**config.mk**
```make
export PLATFORM = sky130hd
export DESIGN_NAME = result_tx_fifo
export DESIGN_NICKNAME = d
export VERILOG_FILES = /design/src/rtl/result_tx_fifo.sv
export SDC_FILE = /design/constraint.sdc
export NUM_CORES = 1
export LEC_CHECK = 0
export ABC_AREA = 1
export CAP_MARGIN = 10
export CORE_UTILIZATION = 55
export DETAILED_ROUTE_END_ITERATION = 7
export GPL_ROUTABILITY_DRIVEN = 0
export GPL_TIMING_DRIVEN = 0
export PLACE_DENSITY = 0.78
export SLEW_MARGIN = 20
export SYNTH_ARGS = -nofsm -noshare
export SYNTH_HDL_FRONTEND = slang
export SYNTH_SLANG_ARGS = --single-unit
```
**constraint.sdc**
```tcl
create_clock -name i_clk -period 3.1 [get_ports i_clk]
set_input_delay 0.62 -clock i_clk [delete_from_list [all_inputs] [get_ports i_clk]]
set_output_delay 0.62 -clock i_clk [all_outputs]
set_load 0.01 [all_outputs]
```
**src/rtl/result_tx_fifo.sv**
```systemverilog
// ---------------------------------------------------------------------------
// result_tx_fifo
//   Buffers ALU result bytes in a small circular FIFO and hands them, one at a
//   time and strictly in write order, to a UART transmitter through a
//   start/done handshake.
//
//   Optional feature (compile-time macro RESULT_TX_OVF_EN):
//     defined     -> o_overflow is a sticky flag set when a write is dropped
//                    because the FIFO is full and no pop happens that cycle.
//     not defined -> no overflow logic, o_overflow is tied to 0.
//   Dropping behaviour is identical in both builds.
// ---------------------------------------------------------------------------
module result_tx_fifo #(
  parameter int NB_DATA = 8,
  parameter int NB_ADDR = 2
) (
  input  logic               i_clk,
  input  logic               i_reset,
  input  logic               i_wr,
  input  logic [NB_DATA-1:0] i_data,
  input  logic               i_tx_done,
  output logic               o_tx_start,
  output logic [NB_DATA-1:0] o_tx_data,
  output logic               o_full,
  output logic               o_empty,
  output logic               o_overflow
);

  localparam int DEPTH_N = 2 ** NB_ADDR;
  // Count value meaning "full": a one in the MSB with all lower bits zero.
  localparam logic [NB_ADDR:0] COUNT_FULL = {1'b1, {NB_ADDR{1'b0}}};

  typedef enum logic [1:0] {
    ST_IDLE      = 2'd0,
    ST_SEND      = 2'd1,
    ST_WAIT_DONE = 2'd2
  } state_e;

  state_e state_q, state_d;

  logic [NB_DATA-1:0] mem_q [DEPTH_N];
  logic [NB_ADDR-1:0] wr_ptr_q, wr_ptr_d;
  logic [NB_ADDR-1:0] rd_ptr_q, rd_ptr_d;
  logic [NB_ADDR:0]   count_q,  count_d;
  logic               empty_q,  empty_d;
  logic               full_q,   full_d;
  logic               tx_start_q, tx_start_d;
  logic [NB_DATA-1:0] tx_data_q,  tx_data_d;

  logic pop;
  logic wr_en;

  // A write is taken when there is room, or when the FSM frees a slot in the
  // same cycle; otherwise the byte is dropped and the FIFO is left untouched.
  assign wr_en = i_wr && !i_reset && (!full_q || pop);

  // ------------------------------------------------------------------------
  // FSM: state register
  // NOTE: sequential state is assigned with non-blocking (<=) so every flop
  // samples pre-edge values; combinational blocks use blocking (=).
  always_ff @(posedge i_clk) begin
    if (i_reset) state_q <= ST_IDLE;
    else         state_q <= state_d;
  end

  // FSM: next-state logic
  // NOTE: every always_comb output gets a default first, so no path can
  // leave it unassigned and infer a latch.
  always_comb begin
    state_d = state_q;
    unique case (state_q)
      ST_IDLE:      if (!empty_q)  state_d = ST_SEND;
      ST_SEND:                     state_d = ST_WAIT_DONE;
      ST_WAIT_DONE: if (i_tx_done) state_d = ST_IDLE;
      default:                     state_d = ST_IDLE;
    endcase
  end

  // FSM: output logic -- pop the head and launch a frame from IDLE only.
  // i_tx_done seen in IDLE or SEND has no effect here.
  always_comb begin
    pop        = 1'b0;
    tx_start_d = 1'b0;
    tx_data_d  = tx_data_q;
    if (state_q == ST_IDLE && !empty_q) begin
      pop        = 1'b1;
      tx_start_d = 1'b1;
      tx_data_d  = mem_q[rd_ptr_q];
    end
  end

  // ------------------------------------------------------------------------
  // FIFO next-state: pointers wrap naturally at 2**NB_ADDR; a simultaneous
  // write and pop leaves the occupancy unchanged.
  always_comb begin
    wr_ptr_d = wr_ptr_q;
    rd_ptr_d = rd_ptr_q;
    count_d  = count_q;
    if (wr_en) wr_ptr_d = wr_ptr_q + 1'b1;
    if (pop)   rd_ptr_d = rd_ptr_q + 1'b1;
    unique case ({wr_en, pop})
      2'b10:   count_d = count_q + 1'b1;
      2'b01:   count_d = count_q - 1'b1;
      default: count_d = count_q;
    endcase
    // Full tracks the post-edge occupancy so a write arriving right after the
    // last free slot is taken is already rejected. Empty follows the
    // registered count, which sets the two-edge write-to-start latency.
    full_d  = (count_d == COUNT_FULL);
    empty_d = (count_q == '0);
  end

  // FIFO control and transmit registers
  always_ff @(posedge i_clk) begin
    if (i_reset) begin
      wr_ptr_q   <= '0;
      rd_ptr_q   <= '0;
      count_q    <= '0;
      empty_q    <= 1'b1;
      full_q     <= 1'b0;
      tx_start_q <= 1'b0;
      tx_data_q  <= '0;
    end else begin
      wr_ptr_q   <= wr_ptr_d;
      rd_ptr_q   <= rd_ptr_d;
      count_q    <= count_d;
      empty_q    <= empty_d;
      full_q     <= full_d;
      tx_start_q <= tx_start_d;
      tx_data_q  <= tx_data_d;
    end
  end

  // FIFO storage
  // NOTE: the storage array has no reset; the pointers and count define
  // which entries are valid, so stale contents are never read.
  always_ff @(posedge i_clk) begin
    if (wr_en) mem_q[wr_ptr_q] <= i_data;
  end

  // ------------------------------------------------------------------------
`ifdef RESULT_TX_OVF_EN
  logic ovf_q;

  // Sticky overflow: set by any rejected write, cleared only by reset.
  always_ff @(posedge i_clk) begin
    if (i_reset)            ovf_q <= 1'b0;
    else if (i_wr && !wr_en) ovf_q <= 1'b1;
  end

  assign o_overflow = ovf_q;
`else
  assign o_overflow = 1'b0;
`endif

  assign o_tx_start = tx_start_q;
  assign o_tx_data  = tx_data_q;
  assign o_full     = full_q;
  assign o_empty    = empty_q;

endmodule

```
* Yosys cells after proc, flatten, opt, wreduce, memory -nomap -nowiden
Memories as Yosys holds them, arrays and structs flattened. A register that Yosys moved wholly into a read port is not among the register bits. Cells that the tools add are included.
Cells by class: add/sub/neg operators 4, eq/ne operators 7, mux-type cells 7, reduce and logical (&&, ||, !) cells 10
Operators with widths (count):
- 2-bit case mux with 3 select lines | 1
- 3-bit case mux with 2 select lines | 1
- 2-bit by 1-bit adder with 2-bit output, second input constant | 2
- 2-bit by 1-bit == test with 1-bit output, second input constant | 2
- 2-bit == test, second input constant | 2
- 2-bit 2-to-1 mux | 2
- 2-bit inequality test, second input constant | 2
- 3-bit by 1-bit adder with 3-bit output, second input constant | 1
- 3-bit == test, second input constant | 1
- 1-bit logical AND | 3
- 1-bit logical NOT | 3
- 3-bit logical NOT | 1
- 1-bit 2-to-1 mux | 3
- 3-bit by 1-bit subtractor with 3-bit output, second input constant | 1
- 2-bit logical NOT | 1
- 2-bit AND reduction | 1
- 1-bit logical OR | 1
Storage, ports and cells: register bits after elaboration 12, memory bits (writable) 32, input port bits 12, output and inout port bits 12, word-level logic and storage cells 36, memories 1
Memory list:
- mem_q | words 4, width 8, rd ports 1, clocked after Yosys merged registers in 1, wr ports 1, line 41 | logic [NB_DATA-1:0] mem_q [DEPTH_N];

* Longest topological paths before layout
depth in word-level cells 8, gate-level depth with buffers 13, depth with buffers taken out 13

* Worst setup path after synthesis
Ideal clock, no wire load.
kind input to register, from input port i_reset, to register full_q (netlist: o_full), library setup time 112 ps, data arrival time 2013 ps, required time 2988 ps, path slack 975 ps, cell stages on the path 10, path buffers 1, path through buf_2 -> nor2_1 -> nand2_2 -> ha_1 -> inv_1 -> fa_1 -> nand2_1 -> o21ai_0 -> nand2_1 -> nor2_1
Between the ends: longest elaborated chain between the ends 6, elaborated cells between the ends (all ways) 7, classes of those cells 3 x eq/ne; 1 x mux; 3 x reduce/logical
RTL lines:
- start: declaration | line 18 | input logic i_reset,
- 1-bit logical NOT | line 55 | assign wr_en = i_wr && !i_reset && (!full_q || pop);
- 1-bit logical AND (2 in series) | line 55
- 2-bit by 1-bit == test with 1-bit output or 2-bit == test (tied branches) | line 101 | unique case ({wr_en, pop})
- 3-bit case mux with 2 select lines | line 101
- 3-bit == test | line 109 | full_d = (count_d == COUNT_FULL);
- end signal: assignment | line 128 | full_q <= full_d;
- end: declaration | line 46 | logic full_q, full_d;
Parallel ways exist; a longest one is shown, timed or not. A chain may end at the register's enable or synchronous reset.

* Final worst setup path
from input port i_wr, to register full_q (netlist: o_full)
Between the ends: longest elaborated chain between the ends 5, elaborated cells between the ends (all ways) 6, classes of those cells 3 x eq/ne; 1 x mux; 2 x reduce/logical
RTL lines:
- start: declaration | line 19 | input logic i_wr,
- 1-bit logical AND * (2 in series) | line 55
- 2-bit by 1-bit == test with 1-bit output or 2-bit == test (tied branches) | line 101
- 3-bit case mux with 2 select lines * | line 101
- 3-bit == test * | line 109
Mark *: on every way between the ends. The rest lies on a longest branch, timed or not.

==> flow_metrics.tcl <==
set metrics [dict create \
    run_status "finished clean" \
    areaGrowthSynthToFinish_pct 16.7 \
    post_route_wl_um 4010 \
    fp.dieArea_mm2 0.00425 \
    detailedRoute.firstPassIterationCount 4 \
    yosys.area_share.xor_xnor_pct 0.399 \
    utilization_pct 68.5 \
    rsz_0062_raised_after_global_routing "false" \
    die-height_um 65.2 \
    critical_path.slowest_cell "sky130_fd_sc_hd__clkdlybuf4s50_1" \
    synth_top_family_by_area "simple AND/OR/NAND/NOR gates" \
    floorplan.rows 22 \
    number_of_max_slew_violations_in_the_final_report 0 \
    starting_drc_count_in_detailed_routing 83 \
    synth_nets 249 \
    initial_antenna_violation_count 0 \
    worst_slew_margin_rel_pct 42.7 \
    cts_tree "built" \
    grt_remaining_overflow 0 \
    layout_commonest_cell "sky130_fd_sc_hd__nor2_1" \
    setup_ws_ns 0.807 \
    share_of_power_burned_in_the_clock_network_pct 20.4 \
    cpLargestDelayFamily "adder cells" \
    globalRouteTotalUtil_pct 21.5 \
    data_required_time_of_the_critical_path_ns 3.30 \
    powerDensity_mw_per_mm2 763 \
    clock-skew-final_ns 0.00886 \
    power.switching_w 0.000653 \
    synthCells 231 \
    antenna_cells 0 \
    clock_insertion_delay_worst_skew_ns 0.30 \
    cts.htree.levels 2 \
    type_of_element_launching_the_critical_path "input pin" \
    critical_path_peak_fanout 6 \
    io_buffer_count 21 \
    cp-end-kind "flip-flop" \
    route.vias.total 1514 \
    seq_power_share_pct 45.3 \
    number_of_primary_i_o_pins 24 \
    cts.clk_slew.worst_paths_ns 0.09 \
    largest_voltage_drop_on_the_vdd_net_mv 0.508 \
    synth-adder-area-share_pct 3.76 \
    cts.hold.buffers_added 0 \
    avgViaCountPerCell 4.92 \
    synth.yosys.seq_area_share_pct 62.0 \
    tritoncts_sinks 52 \
    post-dp-hpwl_um 2760 \
    antenna_violating_nets_post_route 0 \
    synth_simple_gate_area_share_pct 21.4 \
    synth-compound-area-share_pct 3.19 \
    post_synth_num_cell_types 26 \
    design.core.area_mm2 0.00374 \
    syn_area_per_cell_um2 9.51 \
    wl_per_cell_um 13.0 \
    hold_path.class "reg2reg" \
    ctsRootBufferMaster "sky130_fd_sc_hd__clkbuf_8" \
    cts_repair_resize_count 0 \
    post_cts_setup_buffers 0 \
    finalCritPeriodShare_pct 74.0 \
    maxClockFrequency_mhz 436 \
    combinational_group_share_of_total_power_pct 34.2 \
    total_of_endpoints_with_negative_setup_slack_in_the_final_report 0 \
    cap_viol_max_count 0 \
    floorplan.initialDensity_pct 58.7 \
    critical_path.cell_chain "clkdlybuf4s50_1 -> inv_1 -> nor2_1 -> nand2_2 -> ha_1 -> inv_1 -> fa_1 -> nand2_1 -> o21ai_0 -> nand2_1 -> nor2_1" \
    largest_net_degree_at_the_start_of_global_routing 17 \
    timing.critical_path.arrival_ns 2.49 \
    tightestPinTransition_ns 0.857 \
    layout-drive-gt1-share_pct 9.23 \
    final.setup.tns_ns 0 \
    p_leak_nw 1.07 \
    final.min_clock_period_ns 2.29 \
    criticalPathCategory "in2reg" \
    width_of_the_die_um 65.2 \
    cts_buffers 5 \
    syn-cell-area_mm2 0.00220 \
    grt_first_pass_wirelength_um 6580 \
    detailedPlace.worstSlack_ns 0.500 \
    critical_path.max_stage_delay_ns 0.46 \
    first_global_vias 1439 \
    yosys_register_bits 52 \
    buffer_levels_on_the_longest_clock_path 2 \
    internal_power_w 0.00130 \
    post_synth_mux_area_share_pct 0 \
    drc_violation_count_after_routing 0 \
    critPathBufInv 3 \
    timing.final.hold_violations 0 \
    num-nets-final 277 \
    synth_warnings 0 \
    layout_common_cells "sky130_fd_sc_hd__nor2_1, sky130_fd_sc_hd__nand2_1, sky130_fd_sc_hd__inv_1" \
    switching_share_pct 33.4 \
]
==> routing by layer <==
layer	track usage (%)	part of all wire [%]	vias to the layer above
met5	0	0	-
met2	37.1	49	48
met4	7.34	1.2	0
met1	26.4	45	686
met3	4.69	5.2	5
li1	-	-	775
==> cell type report <==
class	instances	area [um^2]
clock buffer	6	82.6
buffer	8	65.1
sequential	52	1360
fill	310	1180
tap	48	60.1
clock inverter	2	15.0
multi-input combinational	136	634
timing repair buffer	21	210
inverter	35	136
==> logic make-up after synthesis <==
group                    after synthesis
buffers and inverters                 43
adder cells (fa/ha/maj)                6
flip-flops                            52
other                                  1
AO/OA/AOI/OAI                         13
AND/OR/NAND/NOR                      115
XOR/XNOR                               1
==> synth_stat cells, drive strengths merged <==
cell type / count / share of area [%]
clkinv: 1 / 0.40
o21ai: 9 / 2.0
nand4: 1 / 0.28
a211oi: 1 / 0.34
nor2: 61 / 11
fa: 1 / 0.91
xor2: 1 / 0.40
nand2: 38 / 6.7
conb: 1 / 0.17
nand3: 14 / 3.4
o31ai: 1 / 0.34
inv: 34 / 5.8
edfxtp: 32 / 44
or2: 1 / 0.28
dfxtp: 20 / 18
ha: 5 / 2.8
buf: 8 / 3.0
a21oi: 2 / 0.46
==> path summary, 6_finish.rpt <==
check | startpoint | endpoint | slack, ns | depth (start not counted)
max | i_wr | o_full | 0.81 | 11
min | state_q[1] | state_q[1] | 0.48 | 1
max reg2reg | state_q[1] | o_full | 1.11 | 11
min reg2reg | state_q[1] | state_q[1] | 0.48 | 1
==> sequential cells by signal (all words and copies together) (netlist names) <==
name	flops
mem_q	32
state_q	2
o_full	1
rd_ptr_q	2
wr_ptr_q	2
o_empty	1
o_tx_start	1
o_tx_data	8
count_q	3
==> power by group through the flow <==
| stage | Combinational, W | Clock [W] | Sequential [W] |
|---|---|---|---|
| final | 0.000670 | 0.000399 | 0.000887 |
| after global routing | 0.000748 | 0.000424 | 0.000899 |
| after CTS | 0.000672 | 0.000400 | 0.000889 |
| after detailed placement | 0.000668 | 0 | 0.000906 |
| after global placement | 0.000652 | 0 | 0.000898 |
| after floorplan | 0.000409 | 0 | 0.000923 |
==> stage by stage <==
| step | power [W] | instance area (um^2) | hold WS [ns] | cells |
|---|---|---|---|---|
| 2_1_floorplan | 0.00133 | 2200 | 0.433 | 231 |
| 5_1_grt | 0.00207 | 2560 | 0.506 | 308 |
| 3_5_place_dp | 0.00157 | 2470 | 0.458 | 300 |
| 4_1_cts | 0.00196 | 2560 | 0.472 | 308 |
| 6_report | 0.00196 | 2560 | 0.475 | 308 |
| 3_3_place_gp | 0.00155 | 2470 | 0.450 | 300 |
Power figures use the tool's default switching activity.
